--- src/rtl/control_sequencer.sv ---
// control_sequencer: hardwired fetch/decode/execute control unit driving Datapath strobes
module control_sequencer #(
  parameter int NUM_REGS  = 16,
  parameter int REG_SEL_W = 4,
  parameter int OPC_W     = 5
) (
  input  logic                clk,
  input  logic                clr,
  input  logic                start,
  input  logic                mem_ready,
  input  logic [31:0]         ir,
  output logic                PCout,
  output logic                Zlowout,
  output logic                MDRout,
  output logic                MARin,
  output logic                Zin,
  output logic                PCin,
  output logic                MDRin,
  output logic                IRin,
  output logic                Yin,
  output logic                IncPC,
  output logic                Read,
  output logic                ADD,
  output logic                SUB,
  output logic                AND,
  output logic                OR,
  output logic [NUM_REGS-1:0] Rout,
  output logic [NUM_REGS-1:0] Rin,
  output logic                run,
  output logic                instr_done,
  output logic                illegal_op
);
  typedef enum logic [2:0] {IDLE, T0, T1, T2, T3, T4, T5, HALT} state_t;
  localparam logic [OPC_W-1:0] OPC_ADD  = OPC_W'(3);
  localparam logic [OPC_W-1:0] OPC_SUB  = OPC_W'(4);
  localparam logic [OPC_W-1:0] OPC_AND  = OPC_W'(5);
  localparam logic [OPC_W-1:0] OPC_OR   = OPC_W'(6);
  localparam logic [OPC_W-1:0] OPC_NOP  = OPC_W'(26);
  localparam logic [OPC_W-1:0] OPC_HALT = OPC_W'(27);
  localparam logic [NUM_REGS-1:0] ONE = NUM_REGS'(1);
  state_t state_q, state_d;
  logic [3:0] op_q, op_d;
  logic start_q;
  logic [OPC_W-1:0] opc;
  logic [REG_SEL_W-1:0] ra, rb, rc;
  logic [3:0] op_dec;
  logic is_alu, is_halt, is_nop;
  logic unused_ir;
  assign opc = ir[31 -: OPC_W];
  assign ra = ir[31-OPC_W -: REG_SEL_W];
  assign rb = ir[31-OPC_W-REG_SEL_W -: REG_SEL_W];
  assign rc = ir[31-OPC_W-2*REG_SEL_W -: REG_SEL_W];
  assign unused_ir = &{1'b0, ir[31-OPC_W-3*REG_SEL_W:0]};
  assign op_dec = {opc == OPC_OR, opc == OPC_AND, opc == OPC_SUB, opc == OPC_ADD};
  assign is_alu = |op_dec;
  assign is_halt = opc == OPC_HALT;
  assign is_nop = opc == OPC_NOP;
  always_comb begin
    state_d = state_q;
    op_d = op_q;
    {PCout, Zlowout, MDRout, MARin, Zin, PCin, MDRin, IRin, Yin, IncPC, Read,
     ADD, SUB, AND, OR, instr_done, illegal_op} = 17'b0;
    Rout = '0;
    Rin = '0;
    run = (state_q != IDLE) && (state_q != HALT);
    case (state_q)
      IDLE: state_d = start ? T0 : IDLE;
      T0: begin
        {PCout, MARin, IncPC, Zin} = 4'hf;
        state_d = T1;
      end
      T1: begin
        {Zlowout, PCin, Read, MDRin} = 4'hf;
        state_d = mem_ready ? T2 : T1;
      end
      T2: begin
        {MDRout, IRin} = 2'b11;
        state_d = T3;
      end
      T3: begin
        op_d = op_dec;
        Rout = is_alu ? ONE << rb : '0;
        Yin = is_alu;
        instr_done = !is_alu;
        illegal_op = !is_alu && !is_nop && !is_halt;
        state_d = is_alu ? T4 : (is_halt ? HALT : T0);
      end
      T4: begin
        Rout = ONE << rc;
        Zin = 1'b1;
        {OR, AND, SUB, ADD} = op_q;
        state_d = T5;
      end
      T5: begin
        Zlowout = 1'b1;
        Rin = ONE << ra;
        instr_done = 1'b1;
        state_d = T0;
      end
      HALT: state_d = (start && !start_q) ? T0 : HALT;
      default: state_d = IDLE;
    endcase
  end
  always_ff @(posedge clk or negedge clr) begin
    if (!clr) begin
      state_q <= IDLE;
      op_q <= '0;
      start_q <= 1'b0;
    end else begin
      state_q <= state_d;
      op_q <= op_d;
      start_q <= start;
    end
  end
endmodule
--- config.mk ---
export PLATFORM = sky130hd
export DESIGN_NAME = control_sequencer
export DESIGN_NICKNAME = d
export VERILOG_FILES = /design/src/rtl/control_sequencer.sv
export SDC_FILE = /design/constraint.sdc
export NUM_CORES = 1
export LEC_CHECK = 0
export CAP_MARGIN = 20
export CORE_MARGIN = 3
export CORE_UTILIZATION = 34
export DETAILED_ROUTE_END_ITERATION = 8
export HOLD_SLACK_MARGIN = 0.02
export PLACE_DENSITY_LB_ADDON = 0.12
export SLEW_MARGIN = 20
export SYNTH_ARGS = -nofsm -noshare
export SYNTH_HDL_FRONTEND = slang
export SYNTH_SLANG_ARGS = --single-unit
--- constraint.sdc ---
create_clock -name clk -period 3.3 [get_ports clk]
set_input_delay 0.66 -clock clk [delete_from_list [all_inputs] [get_ports clk]]
set_output_delay 0.66 -clock clk [all_outputs]
set_load 0.02 [all_outputs]
==> results of run 1 <==
==> power by group through the flow <==
stage	clock network [W]	registers [W]	logic, W
floorplan	0	0.000157	0.000341
global route	0.0000845	0.000158	0.000602
CTS	0.0000783	0.000154	0.000553
finish	0.0000755	0.000154	0.000555
detailed placement	0	0.000156	0.000553
global placement	0	0.000154	0.000544
==> how the worst max path moves through the flow <==
| stage | start | to | slack [ns] | depth (start not counted) |
|---|---|---|---|---|
| 2_1_floorplan | state_q[1] | Rout[12] | 0.53 | 5 |
| 3_3_place_gp | ir[29] | Rout[0] | -0.22 | 6 |
| 3_5_place_dp | ir[29] | Rout[0] | -0.24 | 6 |
| 4_1_cts | ir[27] | instr_done | 0.03 | 6 |
| 5_1_grt | ir[29] | Rout[6] | -0.002 | 6 |
| 6_report | ir[29] | Rout[2] | 0.03 | 6 |
==> area by class of cell <==
type | count | area (µm²)
fill | 220 | 853
timing repair buffer | 84 | 783
multi-input combinational | 108 | 704
sequential | 8 | 200
tap | 30 | 37.5
clock buffer | 3 | 22.5
inverter | 3 | 11.3
==> metal layers <==
| layer | wire [µm] | vias up | GRT usage | share of wire |
|---|---|---|---|---|
| met5 | 0 | - | 0 | 0 |
| met4 | 46 | 0 | 0.0823 | 0.014 |
| met3 | 343 | 4 | 0.0216 | 0.10 |
| met2 | 1540 | 72 | 0.332 | 0.46 |
| met1 | 1380 | 593 | 0.236 | 0.42 |
| li1 | - | 649 | - | - |
==> critical path: cells and delay by family <==
kind	cells	cell delay, ns
compound gates	3	0.90
buf+inv	3	1.04
==> flip-flops by register name, summed over array words and instances (netlist names) <==
register,flops
state_q,3
op_q,4
start_q,1
==> per-stage QoR <==
stage          utilization  hold WS [ns]  instances
3_5_place_dp         0.670         0.464        233
6_report             0.673         0.472        236
2_1_floorplan            -         0.364        133
3_3_place_gp         0.670         0.455        233
4_1_cts              0.671         0.477        236
5_1_grt              0.673         0.521        236
==> cells by family (layout without fill, tap and decap cells) <==
kind of cell,count (synthesis),count (layout),share of synthesized area
buf+inv,17,90,0.0924
simple gates,77,77,0.458
flops,8,8,0.203
compound gates,30,30,0.237
mux,1,1,0.0101
==> synth_stat cells, drive strengths merged, types with 3 or more instances <==
| library cell | n |
|---|---|
| inv | 3 |
| nor2 | 15 |
| nand3b | 7 |
| o31ai | 17 |
| nor3 | 5 |
| nand4b | 4 |
| nand2b | 9 |
| nor2b | 4 |
| clkbuf | 6 |
| nand4 | 3 |
| dfrtp | 8 |
| buf | 8 |
| nand3 | 6 |
| and3 | 7 |
| nand2 | 7 |
| a211oi | 3 |
==> timing repair <==
action                     in CTS  in global routing
gates cloned                    0                  0
hold buffers                    0                  0
resized for setup              16                 13
setup endpoints to repair      16                  7
==> impl_metrics.ini, run 1 <==
[run_status]
status = finished clean

[pwr]
power_frac_seq = 0.196
power_frac_clock = 0.096
power_w = 0.000784
p_comb_frac = 0.708
ir_drop_mv = 0.573
p_sw_frac = 0.438
powerDensity_mw_per_mm2 = 446
intPower_w = 0.000441
p_switching_w = 0.000343
leakagePower_nw = 0.759

[synthesis]
async_flop_share = 1.00
synth_area_leaders = dfrtp_1, o31ai_1, nand2b_1
yosys_most_used_dff = dfrtp_1
synthesis.area_um2 = 988
synth_warnings = 0
synth_edf_count = 0
synth_cell_type_count = 38
ys_seq_elements = 8
syn_area_per_cell_um2 = 7.43
syn_nets = 169
yosysTopAreaCell = dfrtp_1
synthDominantCellAreaShare = 0.203
ys_seq_area_frac = 0.203
syn_inst = 133

[global_routing]
grt_pass1_vias = 1222
grt_pass1_wl_mm = 5.35
grt_overflow = 0
grt_max_degree = 18
track_usage = 0.191
antenna_found_initial = 0

[worst_setup_path]
regToRegSetupSlack_ns = 1.45
worst_ep_required_time_ns = 2.64
r2r_end = op_q[1]
critPathKind = in -> out
cpPeakStageDelay_ns = 0.48
reg2reg_from = state_q[0]
crit_path_start_kind = input pin
path_cells = clkdlybuf4s50_1 > a21bo_2 > a2111o_1 > buf_4 > o31ai_1 > dlygate4sd2_1
slowest_stage = clkdlybuf4s50_1
cp_data_arrival_time_ns = 2.61
setup.worst_path.end_class = primary output
path_max_fanout = 17
ff2ff_path_depth = 4

[place]
port_buffers = 70
dpl.hpwl_mm = 2.70
place_ws_ns = -0.240
dpl_cell_area_mm2 = 0.00175
globalplace.congestion = 0.802

[floorplan]
core_area_mm2 = 0.00261
die_area_mm2 = 0.00359
top_level_ports = 86
die_h_um = 59.9
fp.dieW_um = 59.9
start_util = 0.378
rows = 18

[route]
drtIter0Drc = 79
drtPass1Iterations = 4
finalWirelength_mm = 3.30
drc = 0
avgViaCountPerCell = 5.58
ant_nets = 0
vias = 1318
wl_per_cell_um = 14.0

[clock_network]
clock-sinks = 8
cts_made_buffers = 3
clkLatencyLatePin_ns = 0.25
cts_tree = built
cts_setup_buffers = 0
cts.htree.levels = 1
cts.clk_slew.worst_paths_ns = 0.06
cts_buffer_depth = 2
cts_root_buf = clkbuf_4

[cells_and_area]
fin_area_mm2 = 0.00176
drive_gt1_frac = 0.121
diodes = 0
final_cell_mix = clkdlybuf4s50_1, o31ai_1, nor2_1, buf_4, dlygate4sd2_1
layout_commonest_cell = clkdlybuf4s50_1
nNetsFinal = 244
syn_to_final_growth_pct = 78.0

[min_path]
hold_depth = 2
hp-start = op_q[2]
hold-path-endpoint = op_q[2]
hold_class = reg -> reg

[sta]
slew_violations = 0
max_freq_ghz = 0.306
setup_slack_ns = 0.0314
post-route-period-util = 0.990
fin_skew_ns = 0.0000720
worstMarginPinSlew_ns = 0.470
post-route-min-period_ns = 3.27
setup_violations = 0
maxSlewHeadroom = 0.686
hold_violations = 0
finalSetupTns_ns = 0

[flow_run]
max-cap-violations = 0
(Power assumes the default switching activity.)
==> run 2, diff against run 1 <==
--- a/config.mk
+++ b/config.mk
@@ -6,8 +6,10 @@
 export NUM_CORES = 1
 export LEC_CHECK = 0
 export CAP_MARGIN = 20
+export CELL_PAD_IN_SITES_DETAIL_PLACEMENT = 1
+export CELL_PAD_IN_SITES_GLOBAL_PLACEMENT = 2
 export CORE_MARGIN = 3
-export CORE_UTILIZATION = 34
+export CORE_UTILIZATION = 16
 export DETAILED_ROUTE_END_ITERATION = 8
 export HOLD_SLACK_MARGIN = 0.02
 export PLACE_DENSITY_LB_ADDON = 0.12
==> run 2 against run 1 <==
Power is 6.1% higher. Clock-buffer cell count stayed put. Via count is 1.8% lower. Utilization is 37 points lower. Combinational power is 1% higher. Clock skew is 0.0062 ns higher. Highest routed layer unchanged. Sequential share of layout area is 0.26 points lower.
==> impl_metrics.ini, run 2 (same netlist as run 1, synthesis figures left out) <==
[pwr]
powerDensity_mw_per_mm2 = 462
ir_drop_mv = 0.215
leakagePower_nw = 0.767

[global_routing]
grt_pass1_vias = 1315
antenna_found_initial = 0
grt_overflow = 0
grt_max_degree = 18
track_usage = 0.105
grt_pass1_wl_mm = 6.39

[sta]
post-route-min-period_ns = 3.23
post-route-period-util = 0.978
worstMarginPinSlew_ns = 0.485
slew_violations = 0
setup_slack_ns = 0.0719
max_freq_ghz = 0.310
rsz0062_at_grt = false
maxSlewHeadroom = 0.676
setup_violations = 0
fin_skew_ns = 0.00627
hold_violations = 0
timing.hold.ws_ns = 0.472

[place]
globalplace.congestion = 0.799
place_inst = 277
dpl_cell_area_mm2 = 0.00180
port_buffers = 70
dpl.hpwl_mm = 3.23
place_ws_ns = -0.276

[route]
ant_nets = 0
avgViaCountPerCell = 4.62
drc = 0
finalWirelength_mm = 3.94
drtIter0Drc = 70
drtPass1Iterations = 4
wl_per_cell_um = 14.1
vias = 1294

[clock_network]
clock-sinks = 8
cts_buffer_depth = 2
cts.htree.levels = 1
cts_hold_buf = 0
cts_made_buffers = 3
cts_resized = 17
cts.clk_slew.worst_paths_ns = 0.04
cts_tree = built
clkLatencyLatePin_ns = 0.22
cts_root_buf = clkbuf_8
cts_setup_buffers = 0

[cells_and_area]
syn_to_final_growth_pct = 82.2
fin_area_mm2 = 0.00180
regMostFlops = op_q
final_cell_mix = clkdlybuf4s50_1, o31ai_1, nor2_1, buf_4
diodes = 0
layout_commonest_cell = clkdlybuf4s50_1
final.fill_count = 725
largest_reg_flops = 4
utilization = 0.302
top_regs = op_q: 4 flops, state_q: 3 flops, start_q: 1 flops
stdcell_count = 280
nNetsFinal = 243
drive_gt1_frac = 0.141

[floorplan]
core_area_mm2 = 0.00596
die_area_mm2 = 0.00716
fp.dieW_um = 84.6
rows = 28
top_level_ports = 86
die_h_um = 84.6
start_util = 0.166

[worst_setup_path]
cp_common_cell = clkdlybuf4s50_1
r2r_end = op_q[1]
reg2reg_from = state_q[1]
ff2ff_path_depth = 4
worst_ep_required_time_ns = 2.64
path_max_fanout = 4
regToRegSetupSlack_ns = 1.50
critPathKind = in -> out
setup.worst_path.end_class = primary output
cp_data_arrival_time_ns = 2.57
slowest_stage = or4b_2
crit_path_start_kind = input pin
path_cells = clkdlybuf4s50_1 > or4b_2 > nor2_1 > clkdlybuf4s50_1
cpPeakStageDelay_ns = 0.72

[min_path]
hold-path-endpoint = op_q[2]
hp-start = op_q[2]
hold_depth = 2
hold_class = reg -> reg

[run_status]
status = finished clean

[flow_run]
max-cap-violations = 0
## run 2: cell type report
type | instances | area [µm²] | area share
Tap cell | 75 | 93.8 | 0.0521
Clock buffer | 3 | 41.3 | 0.0229
Inverter | 3 | 11.3 | 0.00625
Multi-Input combinational cell | 108 | 697 | 0.387
Sequential cell | 8 | 200 | 0.111
Timing Repair Buffer | 83 | 757 | 0.420
## run 2: routing by layer
| layer | routed length [µm] | global-route usage | vias up |
|---|---|---|---|
| li1 | - | - | 642 |
| met1 | 1830 | 0.141 | 596 |
| met2 | 1810 | 0.174 | 52 |
| met3 | 261 | 0.0177 | 4 |
| met4 | 41 | 0.0259 | 0 |
| met5 | 0 | 0 | - |
## run 2: report_power, final
part	total (W)	internal (W)	switching (W)
Combinational	0.000563	0.000259	0.000304
Clock	0.000114	0.0000788	0.0000354
Sequential	0.000154	0.000137	0.0000170
## run 2: worst max-delay path, delay by kind of cell
kind | cells | cell delay [ns]
and+or+nand+nor | 2 | 0.84
buffers and inverters | 2 | 1.07
## run 2: stage by stage
step / total power [W] / TNS (ns)
floorplan: 0.000498 / 0
global placement: 0.000718 / -3.44
detailed placement: 0.000728 / -3.86
CTS: 0.000846 / 0
global route: 0.000899 / 0
finish: 0.000832 / 0
## run 2: worst max-delay path by stage
| stage | from | slack (ns) | depth (start not counted) | endpoint |
|---|---|---|---|---|
| 6_report | ir[24] | 0.07 | 4 | Rin[1] |
| 5_1_grt | ir[24] | 0.0006 | 4 | Rin[1] |
| 4_1_cts | ir[29] | 0.02 | 6 | Rout[1] |
| 3_5_place_dp | ir[29] | -0.28 | 6 | Rout[1] |
| 3_3_place_gp | ir[29] | -0.27 | 6 | Rout[1] |
| 2_1_floorplan | state_q[1] | 0.53 | 5 | Rout[12] |
